--- src/rtl/shift_unit_pipe.sv ---
// Pipelined SLL/SRL/SRA/ROR barrel shifter. Log-shifter levels are distributed across STAGES
// registered stages behind a valid/ready elastic handshake with flush.
module shift_unit_pipe #(
  parameter int XLEN    = 32,
  parameter int SHAMT_W = $clog2(XLEN),
  parameter int STAGES  = 2
) (
  input  logic               i_clk,
  input  logic               i_rst,
  input  logic               i_flush,
  input  logic               i_valid,
  output logic               o_ready,
  input  logic [XLEN-1:0]    i_data,
  input  logic [SHAMT_W-1:0] i_shamt,
  input  logic [1:0]         i_op,
  output logic               o_valid,
  input  logic               i_ready,
  output logic [XLEN-1:0]    o_data
);

  localparam int K = (SHAMT_W + STAGES - 1) / STAGES;
  localparam logic [1:0] OP_SLL = 2'b00;
  localparam logic [1:0] OP_SRL = 2'b01;
  localparam logic [1:0] OP_SRA = 2'b10;

  logic [XLEN-1:0]    data_p   [STAGES];
  logic [SHAMT_W-1:0] shamt_p  [STAGES];
  logic [1:0]         op_p     [STAGES];
  logic [STAGES-1:0]  vld_p;
  logic [STAGES-1:0]  adv;

  logic [XLEN-1:0]    data_in  [STAGES];
  logic [SHAMT_W-1:0] shamt_in [STAGES];
  logic [1:0]         op_in    [STAGES];
  logic [STAGES-1:0]  vld_in;
  logic [XLEN-1:0]    data_nxt [STAGES];

  // Applies the levels lo..hi-1 selected by sh. SRA stays correct across stages because the
  // running value's MSB is still the original sign bit after every partial arithmetic shift.
  function automatic logic [XLEN-1:0] shift_levels(input logic [XLEN-1:0]    d,
                                                   input logic [SHAMT_W-1:0] sh,
                                                   input logic [1:0]         op,
                                                   input int                 lo,
                                                   input int                 hi);
    logic [XLEN-1:0]        r;
    logic signed [XLEN-1:0] rs;
    int                     amt;
    r = d;
    for (int l = 0; l < SHAMT_W; l++) begin
      if (l >= lo && l < hi && sh[l]) begin
        amt = 1 << l;
        case (op)
          OP_SLL:  r = r << amt;
          OP_SRL:  r = r >> amt;
          OP_SRA: begin
            rs = r;
            r  = rs >>> amt;
          end
          default: r = (r >> amt) | (r << (XLEN - amt));
        endcase
      end
    end
    return r;
  endfunction

  always_comb begin
    vld_in   = '0;
    adv      = '0;
    data_in  = '{default: '0};
    shamt_in = '{default: '0};
    op_in    = '{default: '0};
    data_nxt = '{default: '0};
    vld_in[0]   = i_valid;
    data_in[0]  = i_data;
    shamt_in[0] = i_shamt;
    op_in[0]    = i_op;
    for (int s = 1; s < STAGES; s++) begin
      vld_in[s]   = vld_p[s-1];
      data_in[s]  = data_p[s-1];
      shamt_in[s] = shamt_p[s-1];
      op_in[s]    = op_p[s-1];
    end
    for (int s = 0; s < STAGES; s++) begin
      data_nxt[s] = shift_levels(data_in[s], shamt_in[s], op_in[s], s * K, (s + 1) * K);
    end
    // Advance ripples back from the output so a full pipe still moves at full rate
    adv[STAGES-1] = !vld_p[STAGES-1] | i_ready;
    for (int s = STAGES - 2; s >= 0; s--) begin
      adv[s] = !vld_p[s] | adv[s+1];
    end
  end

  // Stage registers p0..p(STAGES-1); flush wins over advance for the valid bits
  always_ff @(posedge i_clk or posedge i_rst) begin
    if (i_rst) begin
      vld_p <= '0;
      for (int s = 0; s < STAGES; s++) begin
        data_p[s]  <= '0;
        shamt_p[s] <= '0;
        op_p[s]    <= '0;
      end
    end else begin
      for (int s = 0; s < STAGES; s++) begin
        if (i_flush) begin
          vld_p[s] <= 1'b0;
        end else if (adv[s]) begin
          vld_p[s] <= vld_in[s];
        end
        if (adv[s] && vld_in[s]) begin
          data_p[s]  <= data_nxt[s];
          shamt_p[s] <= shamt_in[s];
          op_p[s]    <= op_in[s];
        end
      end
    end
  end

  assign o_ready = adv[0];
  assign o_valid = vld_p[STAGES-1];
  assign o_data  = data_p[STAGES-1];

endmodule

--- config.mk ---
export PLATFORM = sky130hd
export DESIGN_NAME = shift_unit_pipe
export DESIGN_NICKNAME = d
export VERILOG_FILES = /design/src/rtl/shift_unit_pipe.sv
export SDC_FILE = /design/constraint.sdc
export NUM_CORES = 1
export LEC_CHECK = 0
export ABC_AREA = 1
export CAP_MARGIN = 20
export CORE_MARGIN = 2
export CORE_UTILIZATION = 59
export CTS_BUF_LIST = sky130_fd_sc_hd__clkbuf_8
export CTS_CLUSTER_SIZE = 25
export DETAILED_ROUTE_END_ITERATION = 10
export PLACE_DENSITY_LB_ADDON = 0.3
export SLEW_MARGIN = 15
export SYNTH_ARGS = -nofsm -noshare
export SYNTH_HDL_FRONTEND = slang
export SYNTH_SLANG_ARGS = --single-unit
--- constraint.sdc ---
create_clock -name i_clk -period 4.5 [get_ports i_clk]
set_input_delay 1.35 -clock i_clk [delete_from_list [all_inputs] [get_ports i_clk]]
set_output_delay 1.35 -clock i_clk [all_outputs]
set_load 0.05 [all_outputs]
==> metrics.md, run 1 <==
| Metric | Value |
|---|---|
| Critical path class | `input pin to output port` |
| Clock Sinks | `70` |
| Fin Clk Skew | `18.0 ps` |
| # rows | `36` |
| Max-slew violation total from the final report | `0` |
| Final Hold Fails | `0` |
| Fin nets | `between 1000 and 1500` |
| Tmin final | `4110 ps` |
| Max Clock Freq | `243 MHz` |
| CP bufs+invs | `3` |
| Leak | `3.15 nW` |
| Most common cell after layout, fill and taps aside | `nand2_1` |
| Clk Latency, worst-skew pair | `roughly 350 ps` |
| DRT iter0 DRCs | `644` |
| Vias | `6632` |
| Post-route DRC | `0` |
| Syn avg cell area | `6.36 µm²` |
| Critical path's slowest cell | `clkdlybuf4s50_1` |
| Yosys cell types | `37` |
| Crit path from | `i_ready` |
| Largest net degree at the start of global routing | `71` |
| Peak VDD IR | `approximately 190 µV` |
| First-pass GRT wire length | `28.4 mm` |
| Fillers | `919` |
| I/O pins | `just under 80` |
| CORE AREA | `0.00973 mm²` |
| Die area | `between 0.01 and 0.015 mm²` |
| Via density | `between 6 and 7` |
| Area Growth Syn to Fin | `15.0%` |
| Crit-path cells | `clkdlybuf4s50_1 -> inv_1 -> nand3_1 -> clkdlybuf4s50_1` |
| Post-Syn Area | `0.00589 mm²` |
| Hold-fix buffers, CTS | `0` |
| Placed wire-length estimate | `12.7 mm` |
| Setup TNS | `0 ps` |
| Type of the worst min-delay path | `flop to flop` |
| R2r startpoint | `shamt_in[3]` |
| Num CTS Buffers | `9` |
| Die Width | `104 µm` |
| Area occupied by registers | `0.00175 mm²` |
| Die Height | `104 µm` |
| Initial Util | `0.605` |
| Most frequent cells in the layout | `230 x nand2_1, 125 x nand3_1, 91 x a21oi_1, 77 x nor2_1, 77 x clkdlybuf4s50_1` |
| Outcome | `completed` |
| Largest stage delay on the critical path | `810 ps` |
| CP top delay family | `buffers and inverters` |
| RSZ-0062 raised after global routing | `no` |
| CP Capture Type | `output port` |
| N_diodes | `0` |
| Synth warnings | `0` |
| Syn_nets | `970` |
| Seq/Total Area, Yosys | `0.298` |
| Power density cells | `341 mW/mm²` |
| Vias in the first global route | `approximately 5900` |
| Max Buffers Root-to-Sink | `2` |
| Overall Global Routing Usage | `0.320` |
| Final hold slack | `between 400 and 500 ps` |
| Worst-path fanout max | `3` |
| Postcts setup bufs | `0` |
| Total power | `2.31 mW` |
| Hold_sp | `o_data[20]` |
| Depth of the CTS H-tree | `3` |
| Clk slew on worst S/H paths | `70 ps` |
| Port bufs | `77` |
| ANT nets after route | `0` |
| Routed WL | `17.2 mm` |
| Startpoint types | `input pin` |
| Max-cap check violation count | `0` |
| Worst Path Required | `about 3200 ps` |
| CTS tree | `built` |
| Post-Syn Instances | `926` |
| Worst EP arrival | `2760 ps` |
| Final core occ | `0.696` |
| Root Buffer | `clkbuf_8` |
| Global route overflow | `0` |
| PostCTS Resize Cnt | `0` |
| WL per Instance | `roughly 16 µm` |
| Area of the multi-input gates | `0.00353 mm²` |
| Most frequent CP cell | `clkdlybuf4s50_1` |
| Final setup vio count | `0` |
| Slew margin rel. | `0.487` |
| FF+latch count, synth | `70` |
| Period utilisation layout | `0.914` |
| Initial antenna violation count | `0` |
| Pre-antenna DRT Iters | `5` |
| Worst slew pin tran | `768 ps` |
| GPL Wtd Cong | `0.951` |
| Ratio of cells with drive above 1 in the final layout | `0.0814` |
==> cell usage after synthesis <==
| library cell | number | share of area |
|---|---|---|
| a21oi_1 | 91 | 0.077 |
| a21oi_2 | 2 | 0.0030 |
| a22o_1 | 2 | 0.0030 |
| a22oi_1 | 4 | 0.0051 |
| a31oi_1 | 3 | 0.0032 |
| and2_1 | 1 | 0.0011 |
| buf_1 | 5 | 0.0032 |
| buf_12 | 2 | 0.0068 |
| buf_2 | 26 | 0.022 |
| buf_4 | 2 | 0.0025 |
| buf_6 | 3 | 0.0057 |
| buf_8 | 1 | 0.0025 |
| clkbuf_1 | 20 | 0.013 |
| clkinv_1 | 1 | 0.00064 |
| dfrtp_1 | 70 | 0.30 |
| inv_1 | 70 | 0.045 |
| inv_2 | 5 | 0.0032 |
| nand2_1 | 230 | 0.15 |
| nand2_2 | 10 | 0.011 |
| nand2_4 | 1 | 0.0019 |
| nand2b_1 | 2 | 0.0021 |
| nand3_1 | 125 | 0.11 |
| nand3_2 | 10 | 0.017 |
| nand3b_1 | 1 | 0.0013 |
| nand4_1 | 37 | 0.039 |
| nor2_1 | 77 | 0.049 |
| nor2_2 | 3 | 0.0032 |
| nor2_4 | 2 | 0.0038 |
| nor3_1 | 1 | 0.00085 |
| o211ai_1 | 11 | 0.014 |
| o211ai_2 | 10 | 0.021 |
| o21ai_0 | 73 | 0.062 |
| o21ai_1 | 16 | 0.014 |
| o21ai_2 | 1 | 0.0015 |
| o22ai_1 | 1 | 0.0011 |
| o31ai_4 | 1 | 0.0036 |
| or2_2 | 6 | 0.0064 |
==> worst paths after layout <==
path / cells after the start / end / slack, ps
max: 4 / o_ready / 390
min: 2 / o_data[20] / 490
max reg2reg: 9 / o_data[29] / 2160
min reg2reg: 2 / o_data[20] / 490
max in group asynchronous: 3 / data_in[9] / 2810
min in group asynchronous: 3 / o_data[29] / 1370
==> kinds of logic (layout without fill, tap and decap cells) <==
| family | after synthesis | after routing | synth area share |
|---|---|---|---|
| and+or+nand+nor | 506 | 506 | 0.390 |
| AOI/OAI and AO/OA | 215 | 215 | 0.209 |
| buffers and inverters | 135 | 180 | 0.104 |
| DFF | 70 | 70 | 0.298 |
==> power by group <==
group | total, mW | leakage, nW | internal, mW | switching [mW]
sequential | 0.834 | 0.822 | 0.743 | 0.0911
clock | 0.434 | 0.0848 | 0.195 | 0.238
combinational | 1.04 | 2.25 | 0.340 | 0.703
==> worst reg2reg max path, stage by stage, from the launching register on <==
cell and delay (ps):
dfrtp_1 330, buf_4 360, clkinv_1 560, a21oi_1 260
o21ai_0 120, o21ai_0 230, nand2_1 90, a21oi_1 130
o21ai_0 110, nand2_1 100
==> registers in the layout, summed over array words and instances (netlist names) <==
signal    count
vld_p         2
data_in      32
op_in         2
shamt_in      2
o_data       32
==> layout make-up <==
class,count,share of cell area
flip-flops and latches,70,0.259
multi-input cells,721,0.521
repair buffers,89,0.129
inverters,76,0.0422
well taps,133,0.0246
clock inverters,6,0.00592
clock buffers,9,0.0183
==> metrics by stage <==
step / instance area [µm²] / cells / setup WS [ps]
6_report: 6770 / 1104 / 385
2_1_floorplan: 5890 / 926 / 1340
5_1_grt: 6770 / 1104 / 319
3_5_place_dp: 6600 / 1089 / 388
3_3_place_gp: 6600 / 1089 / 385
4_1_cts: 6770 / 1104 / 380
==> layer usage <==
metal | GRT usage | wire, µm | vias to the layer above
li1 | - | - | 3210
met1 | 0.427 | 7130 | 3000
met2 | 0.508 | 7950 | 368
met3 | 0.0526 | 1420 | 54
met4 | 0.152 | 705 | 0
met5 | 0 | 0 | -
No activity file was read; power rests on OpenSTA's default activity.
==> inputs of run 2 (changes only) <==
Settings changed: CTS_CLUSTER_DIAMETER from default to 50, SKIP_CTS_REPAIR_TIMING from default to 1.
==> results of run 2 <==
Final layout, timing and power as in run 1 (identical DEF).
==> inputs of run 3 (changes only) <==
Settings changed: REMOVE_ABC_BUFFERS from default to 1, SKIP_CTS_REPAIR_TIMING 1 to default.
==> run 3 against run 2 <==
  * Total power rose by 8.0%
  * Global-route usage fell by 0.92 points
  * Non-clock buffer count rose by 3
  * Clock skew fell by 3.5 ps
  * Sequential share of layout area fell by 0.35 points
  * Clock-buffer cell count rose by 1
  * Core utilization rose by 0.96 points
  * Routed wire length fell by 3.0%
  * Largest cell class unchanged
==> metrics.md, run 3 (synthesis results as in run 1) <==
| Metric | Value |
|---|---|
| Outcome | `completed` |
| Global route overflow | `0 (unchanged)` |
| RSZ-0062 raised after global routing | `no` |
| Critical path class | `input pin to output port` |
| Worst EP arrival | `2770 ps (about the same)` |
| Fin nets | `1014 (+0.30%)` |
| PostCTS Resize Cnt | `0` |
| Final setup vio count | `0 (unchanged)` |
| CP Capture Type | `output port` |
| Max-cap check violation count | `0 (unchanged)` |
| Clock Sinks | `70 (unchanged)` |
| Ratio of cells with drive above 1 in the final layout | `0.0841 (+0.00274)` |
| Dpl cells | `1092 (+0.28%)` |
| Startpoint types | `input pin` |
| I/O pins | `78 (unchanged)` |
| Max-slew violation total from the final report | `0 (unchanged)` |
| WL per Instance | `15.1 µm (-3.3%)` |
| ANT nets after route | `0 (unchanged)` |
| CTS tree | `built` |
| Max Clock Freq | `243 MHz (-0.17%)` |
| Pre-antenna DRT Iters | `5 (unchanged)` |
| Power density cells | `364 mW/mm² (+6.5%)` |
| Tmin final | `4120 ps (+7.00 ps)` |
| Clk slew on worst S/H paths | `80 ps (about the same)` |
| Max Buffers Root-to-Sink | `2 (unchanged)` |
| Area Growth Syn to Fin | `16.6%` |
| Root Buffer | `clkbuf_8` |
| Die area | `0.0108 mm² (unchanged)` |
| Die Height | `104 µm (unchanged)` |
| Peak VDD IR | `259 µV (+36%)` |
| Via density | `5.96 (-0.84%)` |
| Worst slew pin tran | `756 ps (-12.2 ps)` |
| Type of the worst min-delay path | `flop to flop` |
| Slew margin rel. | `0.495 (+0.00750)` |
| Period utilisation layout | `0.916 (+0.00156)` |
| Final Hold Fails | `0 (unchanged)` |
| Depth of the CTS H-tree | `3 (unchanged)` |
| Initial antenna violation count | `0 (unchanged)` |
| Largest net degree at the start of global routing | `48 (-32%)` |
| Postcts setup bufs | `0` |
| Overall Global Routing Usage | `0.311 (-0.00925)` |
| Setup TNS | `0 ps (unchanged)` |
| Placed wire-length estimate | `12.1 mm (-4.7%)` |
| Num CTS Buffers | `9 (unchanged)` |
| Fin Clk Skew | `14.5 ps (-3.50 ps)` |
| Initial Util | `0.605 (unchanged)` |
| Leak | `3.20 nW (+1.6%)` |
| Worst-path fanout max | `3 (unchanged)` |
| Routed WL | `16.7 mm (-3.0%)` |
| Finished Layout Cells | `1108 (+0.36%)` |
| First-pass GRT wire length | `27.8 mm (-1.9%)` |
| # rows | `36 (unchanged)` |
| Hold-fix buffers, CTS | `0` |
| N_diodes | `0 (unchanged)` |
| Post-route DRC | `0 (unchanged)` |
| Most common cell after layout, fill and taps aside | `nand2_1` |
| Vias | `6600 (-0.48%)` |
| CORE AREA | `0.00973 mm² (unchanged)` |
| Most frequent cells in the layout | `230 x nand2_1, 125 x nand3_1, 91 x a21oi_1, 77 x nor2_1, 77 x clkdlybuf4s50_1` |
| Worst Path Required | `3150 ps (about the same)` |
| Port bufs | `77 (unchanged)` |
| GPL Wtd Cong | `1.01 (+6.6%)` |
| Die Width | `104 µm (unchanged)` |
| DRT iter0 DRCs | `679 (+5.4%)` |
| Vias in the first global route | `5682 (-3.7%)` |
| Total power | `2.49 mW (+8.0%)` |
| Clk Latency, worst-skew pair | `350 ps (about the same)` |
run 3: changes by cell type in the layout (fill, tap and decap cells not counted):
| cell | change |
|---|---|
| buf_4 | +4 |
| bufinv_16 | +3 |
| clkinv_2 | -3 |
| buf_12 | -1 |
| clkbuf_8 | +1 |
| clkinv_4 | -1 |
| inv_1 | +1 |
run 3: final cells by class:
| cell class | count | area [µm²] |
|---|---|---|
| clock buffer | 10 | 138 |
| clock inverter | 6 | 110 |
| fill | 877 | 2870 |
| inverter | 76 | 285 |
| multi-input combinational | 721 | 3530 |
| sequential | 70 | 1750 |
| tap | 133 | 166 |
| timing repair buffer | 92 | 883 |
run 3: final timing paths:
path / start / endpoint / slack, ps / cells after the start
max in group asynchronous: i_rst / data_in[14] / 2460 / 3
worst min-delay path: o_data[19] / o_data[19] / 490 / 2
worst max-delay path: i_ready / o_ready / 380 / 4
worst min register to register: o_data[19] / o_data[19] / 490 / 2
min in group asynchronous: i_rst / o_data[21] / 1320 / 2
worst max register to register: shamt_in[4] / o_data[8] / 2250 / 4
run 3: worst max-delay path, cell delays in order:
cell and delay (ps):
clkdlybuf4s50_1 450, inv_1 50, nand3_1 100, clkdlybuf4s50_1 810
run 3: per-layer routing:
| metal | global-route usage | wire [µm] | vias to the layer above |
|---|---|---|---|
| met2 | 0.507 | 7750 | 352 |
| met1 | 0.428 | 7140 | 2964 |
| li1 | - | - | 3223 |
| met4 | 0.0898 | 514 | 0 |
| met3 | 0.0520 | 1280 | 61 |
| met5 | 0 | 0 | - |
run 3: where the power goes:
group / internal [mW] / total (mW) / switching [mW] / leakage [nW]
registers: 0.742 / 0.826 / 0.0841 / 0.822
logic: 0.340 / 1.04 / 0.695 / 2.26
clock network: 0.383 / 0.633 / 0.250 / 0.124
run 3: stage by stage:
stage | cell area [µm²] | util | worst slack (ps) | hold WS [ps]
floorplan | 5560 | - | 827 | 449
global placement | 6610 | 0.680 | 394 | 461
detailed placement | 6610 | 0.680 | 378 | 474
CTS | 6860 | 0.705 | 379 | 493
global route | 6860 | 0.705 | 336 | 518
finish | 6860 | 0.705 | 378 | 489
